===== src/rtl/tinyqv_mem_pkg.sv =====
// Shared encodings and helpers for the TinyQV memory arbiter.
package tinyqv_mem_pkg;

    localparam logic [1:0] ST_IDLE  = 2'd0;
    localparam logic [1:0] ST_INSTR = 2'd1;
    localparam logic [1:0] ST_DATA  = 2'd2;
    localparam logic [1:0] ST_RESP  = 2'd3;

    typedef enum logic [1:0] {
        S_IDLE  = ST_IDLE,
        S_INSTR = ST_INSTR,
        S_DATA  = ST_DATA,
        S_RESP  = ST_RESP
    } state_t;

    localparam logic [1:0] SIZE_BYTE = 2'b00;
    localparam logic [1:0] SIZE_HALF = 2'b01;
    localparam logic [1:0] SIZE_WORD = 2'b10;

    // Width needed to hold a burst count that saturates at max_burst.
    function automatic int burst_cnt_w(input int max_burst);
        return (max_burst < 1) ? 1 : $clog2(max_burst + 1);
    endfunction

endpackage


===== src/rtl/tinyqv_mem_arbiter.sv =====
// Arbitrates the single external memory port between instruction fetch and load/store,
// with data priority bounded by a burst limit and flush-aware fetch completion.
module tinyqv_mem_arbiter
    import tinyqv_mem_pkg::*;
#(
    parameter int ADDR_W     = 28,
    parameter int PC_W       = 24,
    parameter int MAX_DBURST = 4
) (
    input  logic              clk,
    input  logic              rst,
    input  logic              instr_req,
    input  logic [PC_W-1:0]   instr_addr,
    input  logic              instr_flush,
    output logic [31:0]       instr_data,
    output logic              instr_ready,
    input  logic              data_rd_req,
    input  logic              data_wr_req,
    input  logic [ADDR_W-1:0] data_addr,
    input  logic [1:0]        data_size,
    input  logic [31:0]       data_wdata,
    output logic [31:0]       data_rdata,
    output logic              data_ready,
    output logic              mem_start,
    output logic              mem_write,
    output logic [ADDR_W-1:0] mem_addr,
    output logic [1:0]        mem_size,
    output logic [31:0]       mem_wdata,
    input  logic [31:0]       mem_rdata,
    input  logic              mem_done
);

    localparam int CNT_W = burst_cnt_w(MAX_DBURST);
    localparam logic [CNT_W-1:0] BURST_MAX = CNT_W'(MAX_DBURST);

    state_t            state_q,       state_d;
    logic [CNT_W-1:0]  burst_q,       burst_d;
    logic              discard_q,     discard_d;
    logic              mem_start_q,   mem_start_d;
    logic              mem_write_q,   mem_write_d;
    logic [ADDR_W-1:0] mem_addr_q,    mem_addr_d;
    logic [1:0]        mem_size_q,    mem_size_d;
    logic [31:0]       mem_wdata_q,   mem_wdata_d;
    logic [31:0]       instr_data_q,  instr_data_d;
    logic              instr_ready_q, instr_ready_d;
    logic [31:0]       data_rdata_q,  data_rdata_d;
    logic              data_ready_q,  data_ready_d;
    logic              data_req;

    function automatic logic [CNT_W-1:0] burst_inc(input logic [CNT_W-1:0] cnt);
        return (cnt >= BURST_MAX) ? BURST_MAX : cnt + CNT_W'(1);
    endfunction

    assign data_req = data_rd_req | data_wr_req;

    always_comb begin
        state_d       = state_q;
        burst_d       = burst_q;
        discard_d     = discard_q;
        mem_start_d   = 1'b0;
        mem_write_d   = mem_write_q;
        mem_addr_d    = mem_addr_q;
        mem_size_d    = mem_size_q;
        mem_wdata_d   = mem_wdata_q;
        instr_data_d  = instr_data_q;
        instr_ready_d = 1'b0;
        data_rdata_d  = data_rdata_q;
        data_ready_d  = 1'b0;

        unique case (state_q)
            S_IDLE: begin
                if (data_req && (burst_q < BURST_MAX || !instr_req)) begin
                    state_d     = S_DATA;
                    mem_start_d = 1'b1;
                    mem_write_d = data_wr_req;
                    mem_addr_d  = data_addr;
                    mem_size_d  = data_size;
                    mem_wdata_d = data_wdata;
                    // The burst only counts grants that actually kept fetch waiting.
                    burst_d     = instr_req ? burst_inc(burst_q) : '0;
                end else if (instr_req && !instr_flush) begin
                    state_d     = S_INSTR;
                    mem_start_d = 1'b1;
                    mem_write_d = 1'b0;
                    mem_addr_d  = ADDR_W'(instr_addr);
                    mem_size_d  = SIZE_WORD;
                    burst_d     = '0;
                    discard_d   = 1'b0;
                end
            end
            S_INSTR: begin
                if (instr_flush) begin
                    discard_d = 1'b1;
                end
                if (mem_done) begin
                    state_d       = S_RESP;
                    instr_ready_d = !(discard_q || instr_flush);
                    instr_data_d  = mem_rdata;
                end
            end
            S_DATA: begin
                if (mem_done) begin
                    state_d      = S_RESP;
                    data_ready_d = 1'b1;
                    if (!mem_write_q) begin
                        data_rdata_d = mem_rdata;
                    end
                end
            end
            S_RESP: begin
                state_d = S_IDLE;
            end
            default: begin
                state_d = S_IDLE;
            end
        endcase
    end

    always_ff @(posedge clk) begin
        if (rst) begin
            state_q       <= S_IDLE;
            burst_q       <= '0;
            discard_q     <= 1'b0;
            mem_start_q   <= 1'b0;
            mem_write_q   <= 1'b0;
            mem_addr_q    <= '0;
            mem_size_q    <= '0;
            mem_wdata_q   <= '0;
            instr_data_q  <= '0;
            instr_ready_q <= 1'b0;
            data_rdata_q  <= '0;
            data_ready_q  <= 1'b0;
        end else begin
            state_q       <= state_d;
            burst_q       <= burst_d;
            discard_q     <= discard_d;
            mem_start_q   <= mem_start_d;
            mem_write_q   <= mem_write_d;
            mem_addr_q    <= mem_addr_d;
            mem_size_q    <= mem_size_d;
            mem_wdata_q   <= mem_wdata_d;
            instr_data_q  <= instr_data_d;
            instr_ready_q <= instr_ready_d;
            data_rdata_q  <= data_rdata_d;
            data_ready_q  <= data_ready_d;
        end
    end

    assign instr_data  = instr_data_q;
    assign instr_ready = instr_ready_q;
    assign data_rdata  = data_rdata_q;
    assign data_ready  = data_ready_q;
    assign mem_start   = mem_start_q;
    assign mem_write   = mem_write_q;
    assign mem_addr    = mem_addr_q;
    assign mem_size    = mem_size_q;
    assign mem_wdata   = mem_wdata_q;

endmodule


===== config.mk =====
export PLATFORM = sky130hd
export DESIGN_NAME = tinyqv_mem_arbiter
export DESIGN_NICKNAME = d
export VERILOG_FILES = /design/src/rtl/tinyqv_mem_pkg.sv /design/src/rtl/tinyqv_mem_arbiter.sv
export SDC_FILE = /design/constraint.sdc
export NUM_CORES = 1
export LEC_CHECK = 0
export ABC_AREA = 1
export CELL_PAD_IN_SITES_DETAIL_PLACEMENT = 1
export CELL_PAD_IN_SITES_GLOBAL_PLACEMENT = 1
export CORE_UTILIZATION = 27
export DETAILED_ROUTE_END_ITERATION = 16
export PLACE_DENSITY_LB_ADDON = 0.05
export SYNTH_ARGS = -nofsm -noshare
export SYNTH_HDL_FRONTEND = slang
export SYNTH_SLANG_ARGS = --single-unit

===== constraint.sdc =====
create_clock -name clk -period 1.6 [get_ports clk]
set_input_delay 0.24 -clock clk [delete_from_list [all_inputs] [get_ports clk]]
set_output_delay 0.24 -clock clk [all_outputs]
set_load 0.03 [all_outputs]

==> run metrics, run 1 <==
# H-tree levels=4; Die X=140 microns; largest net degree at the start of global routing=67; mux contribution to synthesized area=0%; largest incremental delay on the critical path=0.45 ns; Adder-Cell Fraction of Synth Area=1.45%; syn_nets=838; minimum clock period=1.52 ns; design area=8640 sq um; Max Slew Vio Count=0; Hold Fails Final Rpt=0; Worst Hold End=mem_wdata[8]; TNS Setup=0 ns; Clock Sink Count=136; Tightest Hold Check Type=in -> reg; ant diodes=0; setup slack, reg-to-reg=0.15 ns; worst r2r dst=data_rdata[21]; hold path cells=3; Max-Cap Viols=0; number of global-route vias before repair=5874; Compound-Gate Fraction of Synth Area=12.9%; kind of critical path=reg -> out; Synth area leaders=dfxtp_1, nor2_1, nand2_1; slowest cell on the critical path=dlygate4sd2_1; Post-Syn Area=5180 sq um; Period Utilization, post-route=94.8%; Netlist cell types=18; gr ovfl total=0; Initial Util=27.6%; Post-DP Area=8140 sq um; Req. time, crit path=1.36 ns; Crit Path Max Fanout=3; final net count=1091; drt drc=0; buffers and inverters on the worst path=1; std cell rows=50; fillers=2266; XOR/XNOR Fraction of Synth Area=0%; r2r worst-path depth=7; chip height=140 microns; crit path cell chain=dlygate4sd2_1; most frequent cells in the layout=nor2_1, nand2_1, dfxtp_1; cells after synthesis=707; port bufs=254; GRT Overall Usage=19.1%; Peak supply drop=734 uV; wl on met1=8040 microns; Avg WL per Cell=15.4 microns; clock-pin slew on the worst setup and hold paths=0.06 ns; setup slack after layout=0.0836 ns; Crit. End Element=primary output; Yosys top cell by area=dfxtp_1; first-pass GRT wire length=29700 microns; worst-skew pair later-pin latency=0.42 ns; most common cell after layout, fill and taps aside=nor2_1; Avg Cell Area, Syn=7.32 sq um; critical path arrival=1.28 ns; worst r2r src=state_q[0]; top sig layer=met4; metal2 WL=8980 microns; clock root buffer=clkbuf_16; Vias per Instance=4.60; Simple-Gate Fraction of Synth Area=27.9%; CP top delay family=buffers and inverters; area of the multi-input gates=2210 sq um; Post-CTS Setup Inserts=0; # setup viols final=0; post-synth top area share=52.6%; post-cts hold buffer count=0; unrepaired setup endpoints after global routing=yes; initial antenna violation count=0; flop and latch count out of synthesis=136; dpl ws=-0.134 ns; Pwr Density=1740 nW/um^2; cts bufs inserted=17; clk buf depth=2; total power=15.0 mW; Area Overhead vs Synth=66.8%; hpwl dp=13500 microns; Die ar.=19700 sq um; final WL=18600 microns; crit path launch type=register; main combinational cell family by area after synthesis=simple AND/OR/NAND/NOR gates; fmax=659 MHz; Slew @ Worst Pin=0.378 ns; metal3 WL=1400 microns; DRT iter0 DRCs=154; Pleak=4.11 nW; sequential fraction of the synthesis area=52.6%; share of cells above drive strength 1=7.09%; Final Skew=0.00978 ns; Placer Congestion=0.743; Yosys warnings=0; status=completed; Vias=5552; Initial DRT Pass Iterations=4; CTS tree=done; max_slew headroom=74.9%; min-delay src=data_wdata[8]; Routed Antenna Nets=0; num ports=255; FF/Latch Area=2720 sq um; Core Region=18800 sq um
[through the flow]
step / instances / hold WS, ns / util (%)
after global placement: 1175 / 0.413 / 43.4
after floorplan: 707 / 0.319 / -
final: 1207 / 0.380 / 46.0
after CTS: 1207 / 0.362 / 45.9
after global routing: 1207 / 0.371 / 46.0
after detailed placement: 1175 / 0.415 / 43.4
[timing repair]
item	4_1_cts	5_1_grt
resized for setup	130	7
cloned	0	0
pin swaps	0	1
setup endpoints to repair	130	93
[where the power goes]
part           switching [mW]  internal, mW  total, mW
sequential              0.393          4.23       4.62
clock                    1.54          2.62       4.17
combinational            3.99          2.23       6.22
[worst reg2reg max path: cells and delay by family, from the launching register on]
family	cells	cell delay [ns]
buf+inv	2	0.36
simple gates	3	0.45
flops	1	0.32
compound gates	1	0.11
fa+ha+maj	1	0.15
[Yosys cell counts]
library cell	count
nor2_1	187
nand2_1	147
dfxtp_1	136
o21ai_0	92
a21oi_1	41
clkbuf_1	30
nand3_1	28
inv_1	16
buf_2	11
ha_1	6
nand2_2	4
buf_1	2
buf_6	2
buf_4	1
inv_2	1
nand2_4	1
nand3_2	1
nor4_1	1
[area by class of cell]
cell class	count	share of cell area, %
inverter	17	0.768
clock buffer	18	4.97
tap	234	3.39
sequential	136	31.5
clock inverter	14	2.29
multi-input combinational	508	25.6
timing repair buffer	280	31.4
[state kept, by name (all words and copies together) (netlist names)]
| register | cells |
|---|---|
| data_rdata | 32 |
| mem_addr | 28 |
| mem_size | 2 |
| state_q | 2 |
| mem_wdata | 32 |
| mem_write | 1 |
| data_ready | 1 |
| instr_ready | 1 |
| instr_data | 32 |
| discard_q | 1 |
| mem_start | 1 |
| burst_q | 3 |
[worst max path at each step]
stage,from,to,slack [ns],cells past startpoint
after global placement,mem_done,data_rdata[16],-0.05,7
after detailed placement,mem_done,data_rdata[28],-0.13,7
after global routing,state_q[0],data_rdata[12],-0.006,7
after CTS,state_q[0],data_rdata[14],0.03,8
after floorplan,state_q[0],data_rdata[10],0.23,8
final,mem_write,mem_write,0.08,1
[cells by family after synthesis]
kind of cell / count (synthesis)
buf+inv: 63
compound gates: 133
fa+ha+maj: 6
simple gates: 369
flops: 136
[metal layers]
metal  global-route usage, %  up-vias
met5                       0        -
met4                    5.55        0
met2                    33.6      156
met3                    6.50       11
li1                        -     2761
met1                    21.8     2624
Power figures use the tool's default switching activity.
==> inputs of run 2 (changes only) <==
--- a/config.mk
+++ b/config.mk
@@ -11,6 +11,7 @@
 export CORE_UTILIZATION = 27
 export DETAILED_ROUTE_END_ITERATION = 16
 export PLACE_DENSITY_LB_ADDON = 0.05
+export SKIP_LAST_GASP = 1
 export SYNTH_ARGS = -nofsm -noshare
 export SYNTH_HDL_FRONTEND = slang
 export SYNTH_SLANG_ARGS = --single-unit
==> run 2 against run 1 <==
Against the previous run: hold slack stayed put; highest routed layer unchanged; non-clock buffer count unchanged; combinational power about the same; routed wire length stayed put; die area stayed put; critical path depth unchanged; final area unchanged; clock-buffer cell count unchanged; sequential power barely moved; clock power about the same; global-route usage did not move.
==> run metrics, run 2 (synthesis gave the netlist of run 1 again) <==
status=completed; Crit. End Element=primary output; # setup viols final=0 (unchanged); cts bufs inserted=17 (unchanged); share of cells above drive strength 1=6.99% (-0.10 points); most common cell after layout, fill and taps aside=nor2_1; Avg WL per Cell=15.4 microns (unchanged); slowest cell on the critical path=dlygate4sd2_1; Clock Sink Count=136 (unchanged); Vias=5552 (unchanged); num ports=255 (unchanged); DRT iter0 DRCs=154 (unchanged); Sequential Power Share=30.8% (about the same); initial antenna violation count=0 (unchanged); Initial Util=27.6% (unchanged); area of the multi-input gates=2210 sq um (unchanged); kind of critical path=reg -> out; max_slew headroom=74.9% (unchanged); Max Slew Vio Count=0 (unchanged); Crit Path Max Fanout=3 (unchanged); minimum clock period=1.52 ns (unchanged); Area Overhead vs Synth=66.8% (unchanged); std cell rows=50 (unchanged); drt drc=0 (unchanged); CTS tree=done; Slew @ Worst Pin=0.378 ns (unchanged); port bufs=254 (unchanged); GRT Overall Usage=19.1% (unchanged); Vias per Instance=4.60 (unchanged); largest net degree at the start of global routing=67 (unchanged); gr ovfl total=0 (unchanged); largest incremental delay on the critical path=0.45 ns (about the same); Hold Slack=0.380 ns (unchanged); Core Region=18800 sq um (unchanged); design area=8640 sq um (unchanged); Pleak=4.11 nW (about the same); Period Utilization, post-route=94.8% (unchanged); # H-tree levels=4 (unchanged); cell-internal power=9.08 mW (about the same); Final Skew=0.00978 ns (unchanged); CP top delay family=buffers and inverters; worst-skew pair later-pin latency=0.42 ns (about the same); Routed Antenna Nets=0 (unchanged); final net count=1091 (unchanged); clk buf depth=2 (unchanged); Die X=140 microns (unchanged); Final Util=46.0% (unchanged); unrepaired setup endpoints after global routing=yes; sw frac=39.5% (about the same); number of global-route vias before repair=5874 (unchanged); final WL=18600 microns (unchanged); most frequent cells in the layout=nor2_1, nand2_1, dfxtp_1; FF/Latch Area=2720 sq um (unchanged); crit path launch type=register; Tightest Hold Check Type=in -> reg; Post-DP Area=8140 sq um (unchanged); Hold Fails Final Rpt=0 (unchanged); ant diodes=0 (unchanged); dpl ws=-0.134 ns (unchanged); Placer Congestion=0.743 (unchanged); fmax=659 MHz (unchanged); Clock Power Share=27.8% (about the same); Initial DRT Pass Iterations=4 (unchanged); Pwr Density=1740 nW/um^2 (about the same); Die ar.=19700 sq um (unchanged); Gate power share=41.4% (about the same); buffers and inverters on the worst path=1 (unchanged); setup slack after layout=0.0836 ns (unchanged); total power=15.0 mW (about the same); NetSw=5.93 mW (about the same); crit path cell chain=dlygate4sd2_1; fillers=2266 (unchanged); Peak supply drop=734 uV (about the same); Max-Cap Viols=0 (unchanged); clock-pin slew on the worst setup and hold paths=0.06 ns (about the same); Req. time, crit path=1.36 ns (about the same); first-pass GRT wire length=29700 microns (unchanged); post-cts hold buffer count=0 (unchanged); hpwl dp=13500 microns (unchanged); clock root buffer=clkbuf_16; chip height=140 microns (unchanged); critical path arrival=1.28 ns (about the same)
[run 2: changes by cell type in the layout (fill, tap and decap cells not counted)]
cell	before	now
inv_2	3	2
inv_1	13	14
[run 2: power groups by stage]
stage / logic (mW) / registers (mW) / clock network, mW
2_1_floorplan: 2.18 / 6.21 / 0
3_3_place_gp: 6.55 / 4.68 / 0
3_5_place_dp: 6.75 / 4.72 / 0
4_1_cts: 6.25 / 4.64 / 4.29
5_1_grt: 6.79 / 4.75 / 4.46
6_report: 6.22 / 4.62 / 4.17
[run 2: layout make-up]
class | count | share of cell area [%]
clock buffer | 18 | 4.97
clock inverter | 14 | 2.29
inverter | 17 | 0.768
multi-input combinational | 508 | 25.6
sequential | 136 | 31.5
tap | 234 | 3.39
timing repair buffer | 280 | 31.4
[run 2: layer usage]
metal	routed length, microns	GRT usage (%)	share of wire, %
met2	8980	33.6	48
met3	1400	6.50	7.5
met1	8040	21.8	43
met4	154	5.55	0.83
met5	0	0	0
[run 2: what timing repair did]
item | CTS | global route
pin swaps | 0 | 1
setup endpoints to repair | 130 | 93
gates resized for setup | 130 | 6
endpoints found under the hold margin | 0 | 0
setup buffers | 0 | 0
[run 2: worst paths after layout]
path / slack (ns) / from / cells past startpoint / endpoint
min reg2reg: 0.43 / discard_q / 1 / instr_ready
min: 0.38 / data_wdata[8] / 3 / mem_wdata[8]
max: 0.08 / mem_write / 1 / mem_write
max reg2reg: 0.15 / state_q[0] / 8 / data_rdata[14]
[run 2: metrics by stage]
step                      cells  setup TNS [ns]
final                      1207               0
after global routing       1207         -0.0428
after CTS                  1207               0
after detailed placement   1175           -6.62
after global placement     1175           -1.37
after floorplan             707               0
==> inputs of run 3 (changes only) <==
--- a/config.mk
+++ b/config.mk
@@ -10,7 +10,7 @@
 export CELL_PAD_IN_SITES_GLOBAL_PLACEMENT = 1
 export CORE_UTILIZATION = 27
 export DETAILED_ROUTE_END_ITERATION = 16
-export PLACE_DENSITY_LB_ADDON = 0.05
+export PLACE_DENSITY_LB_ADDON = 0.1
 export SKIP_LAST_GASP = 1
 export SYNTH_ARGS = -nofsm -noshare
 export SYNTH_HDL_FRONTEND = slang
==> run 3 against run 2 <==
Against the previous run: fmax fell by 1.1%; non-clock buffer count up 2; final area fell by 0.85%; sequential share of layout area increased by 0.27 points; power shrank 3.2%; critical path depth unchanged; sequential power hardly changed; hold slack improved by 0.0050 ns; clock skew hardly changed; worst setup slack lost 0.017 ns; sequential cell count is the same; critical path type unchanged; highest routed layer unchanged.
==> run metrics, run 3 (synthesis gave the netlist of run 1 again) <==
status=completed; sw frac=40.0% (+0.46 points); Pleak=4.09 nW (-0.36%); Placer Congestion=0.776 (+4.4%); initial antenna violation count=0 (unchanged); r2r worst-path depth=7 (-1); DRT iter0 DRCs=146 (-5.2%); Die X=140 microns (unchanged); largest incremental delay on the critical path=0.45 ns (about the same); Clock Power Share=26.2% (-1.6 points); port bufs=254 (unchanged); final WL=18400 microns (-0.71%); num ports=255 (unchanged); cell-internal power=8.72 mW (-3.9%); slowest cell on the critical path=dlygate4sd2_1; Clock Sink Count=136 (unchanged); GRT Overall Usage=19.2% (+0.12 points); fmax=652 MHz (-1.1%); Crit Path Max Fanout=3 (unchanged); most common cell after layout, fill and taps aside=nor2_1; NetSw=5.81 mW (-2.0%); Pwr Density=1700 nW/um^2 (-2.3%); CP Launch Point=mem_write; chip height=140 microns (unchanged); TNS Setup=0 ns (unchanged); clock-pin slew on the worst setup and hold paths=0.06 ns (about the same); gr ovfl total=0 (unchanged); Area Overhead vs Synth=65.3%; Period Utilization, post-route=95.9% (+1.1 points); Slew @ Worst Pin=0.365 ns (-0.0134 ns); minimum clock period=1.53 ns (+0.0174 ns); crit path launch type=register; Crit. End Element=primary output; Final Skew=0.00931 ns (-0.000472 ns); share of cells above drive strength 1=6.98% (-0.0072 points); Post-DP Area=8150 sq um (about the same); crit path cell chain=dlygate4sd2_1; Initial Util=27.6% (unchanged); Die ar.=19700 sq um (unchanged); Peak supply drop=776 uV (+5.7%); Tightest Hold Check Type=in -> reg; clock root buffer=clkbuf_16; Initial DRT Pass Iterations=4 (unchanged); hold path cells=3 (unchanged); CP top delay family=buffers and inverters; unrepaired setup endpoints after global routing=no; hpwl dp=13500 microns (+0.37%); Post-CTS Setup Inserts=0 (unchanged); Core Region=18800 sq um (unchanged); Vias per Instance=4.59 (-0.17%); drt drc=0 (unchanged); CTS tree=done; Sequential Power Share=31.9% (+1.1 points); final net count=1093 (+0.18%); fillers=2314 (+2.1%); Max Slew Vio Count=0 (unchanged); worst-skew pair later-pin latency=0.41 ns (about the same); max_slew headroom=75.8% (+0.89 points); worst r2r src=state_q[1]; first-pass GRT wire length=30000 microns (+1.0%); number of global-route vias before repair=5897 (+0.39%); buffers and inverters on the worst path=1 (unchanged); most frequent cells in the layout=nor2_1, nand2_1, dfxtp_1; largest net degree at the start of global routing=49 (-27%); stages on the worst setup path=1 (unchanged); Avg WL per Cell=15.3 microns (-0.79%); critical path arrival=1.29 ns (about the same); min-delay src=data_wdata[6]; design area=8560 sq um (-0.85%); Hold Fails Final Rpt=0 (unchanged); cts bufs inserted=17 (unchanged); ant diodes=0 (unchanged); Gate power share=41.9% (+0.5 points); Max-Cap Viols=0 (unchanged); clk buf depth=2 (unchanged); # setup viols final=0 (unchanged); # H-tree levels=4 (unchanged); std cell rows=50 (unchanged); Req. time, crit path=1.36 ns (about the same); kind of critical path=reg -> out; Routed Antenna Nets=0 (unchanged); Vias=5547 (-0.090%)
-- run 3: cell types whose count changed in the layout (fill, tap and decap cells not counted), sizes merged --
cell | previous run | this run
clkbuf | 18 | 19
buf | 26 | 28
clkinvlp | 2 | 1
inv | 20 | 18
bufinv | 4 | 2
clkinv | 5 | 8
-- run 3: final timing paths --
| check | endpoint | slack, ns |
|---|---|---|
| setup / recovery | mem_write | 0.07 |
| hold / removal | mem_wdata[6] | 0.38 |
| setup reg to reg | mem_wdata[8] | 0.18 |
| hold reg to reg | instr_ready | 0.43 |
-- run 3: power by group through the flow --
stage / clock network, mW / logic, mW / registers (mW)
floorplan: 0 / 2.18 / 6.21
global placement: 0 / 6.53 / 4.69
detailed placement: 0 / 6.69 / 4.73
CTS: 3.95 / 6.19 / 4.64
global route: 4.08 / 6.67 / 4.74
finish: 3.81 / 6.09 / 4.63
-- run 3: per-stage QoR --
step	power, mW	worst slack, ns	hold WS (ns)	cells	util [%]
CTS	14.8	0.0705	0.370	1208	45.6
floorplan	8.39	0.230	0.319	707	-
finish	14.5	0.0661	0.385	1208	45.6
global placement	11.2	-0.0325	0.406	1177	43.4
detailed placement	11.4	-0.0916	0.420	1177	43.4
global route	15.5	0.00190	0.392	1208	45.6
-- run 3: cell type report --
type | instances | area, sq um | share of cell area, %
Multi-Input combinational cell | 508 | 2200 | 25.7
Tap cell | 234 | 293 | 3.42
Inverter | 17 | 63.8 | 0.745
Sequential cell | 136 | 2720 | 31.8
Timing Repair Buffer | 282 | 2720 | 31.7
Clock inverter | 12 | 128 | 1.49
Clock buffer | 19 | 443 | 5.17
-- run 3: timing repair --
item,in CTS,in global routing
setup endpoints to repair,130,61
resized for setup,130,2
hold buffers,0,0
hold endpoints to repair,0,0
-- run 3: routing by layer --
layer | track usage (%) | wire length (microns) | vias to the layer above
met4 | 6.64 | 320 | 0
li1 | - | - | 2751
met1 | 21.2 | 7750 | 2601
met2 | 34.4 | 9000 | 169
met5 | 0 | 0 | -
met3 | 6.32 | 1370 | 26
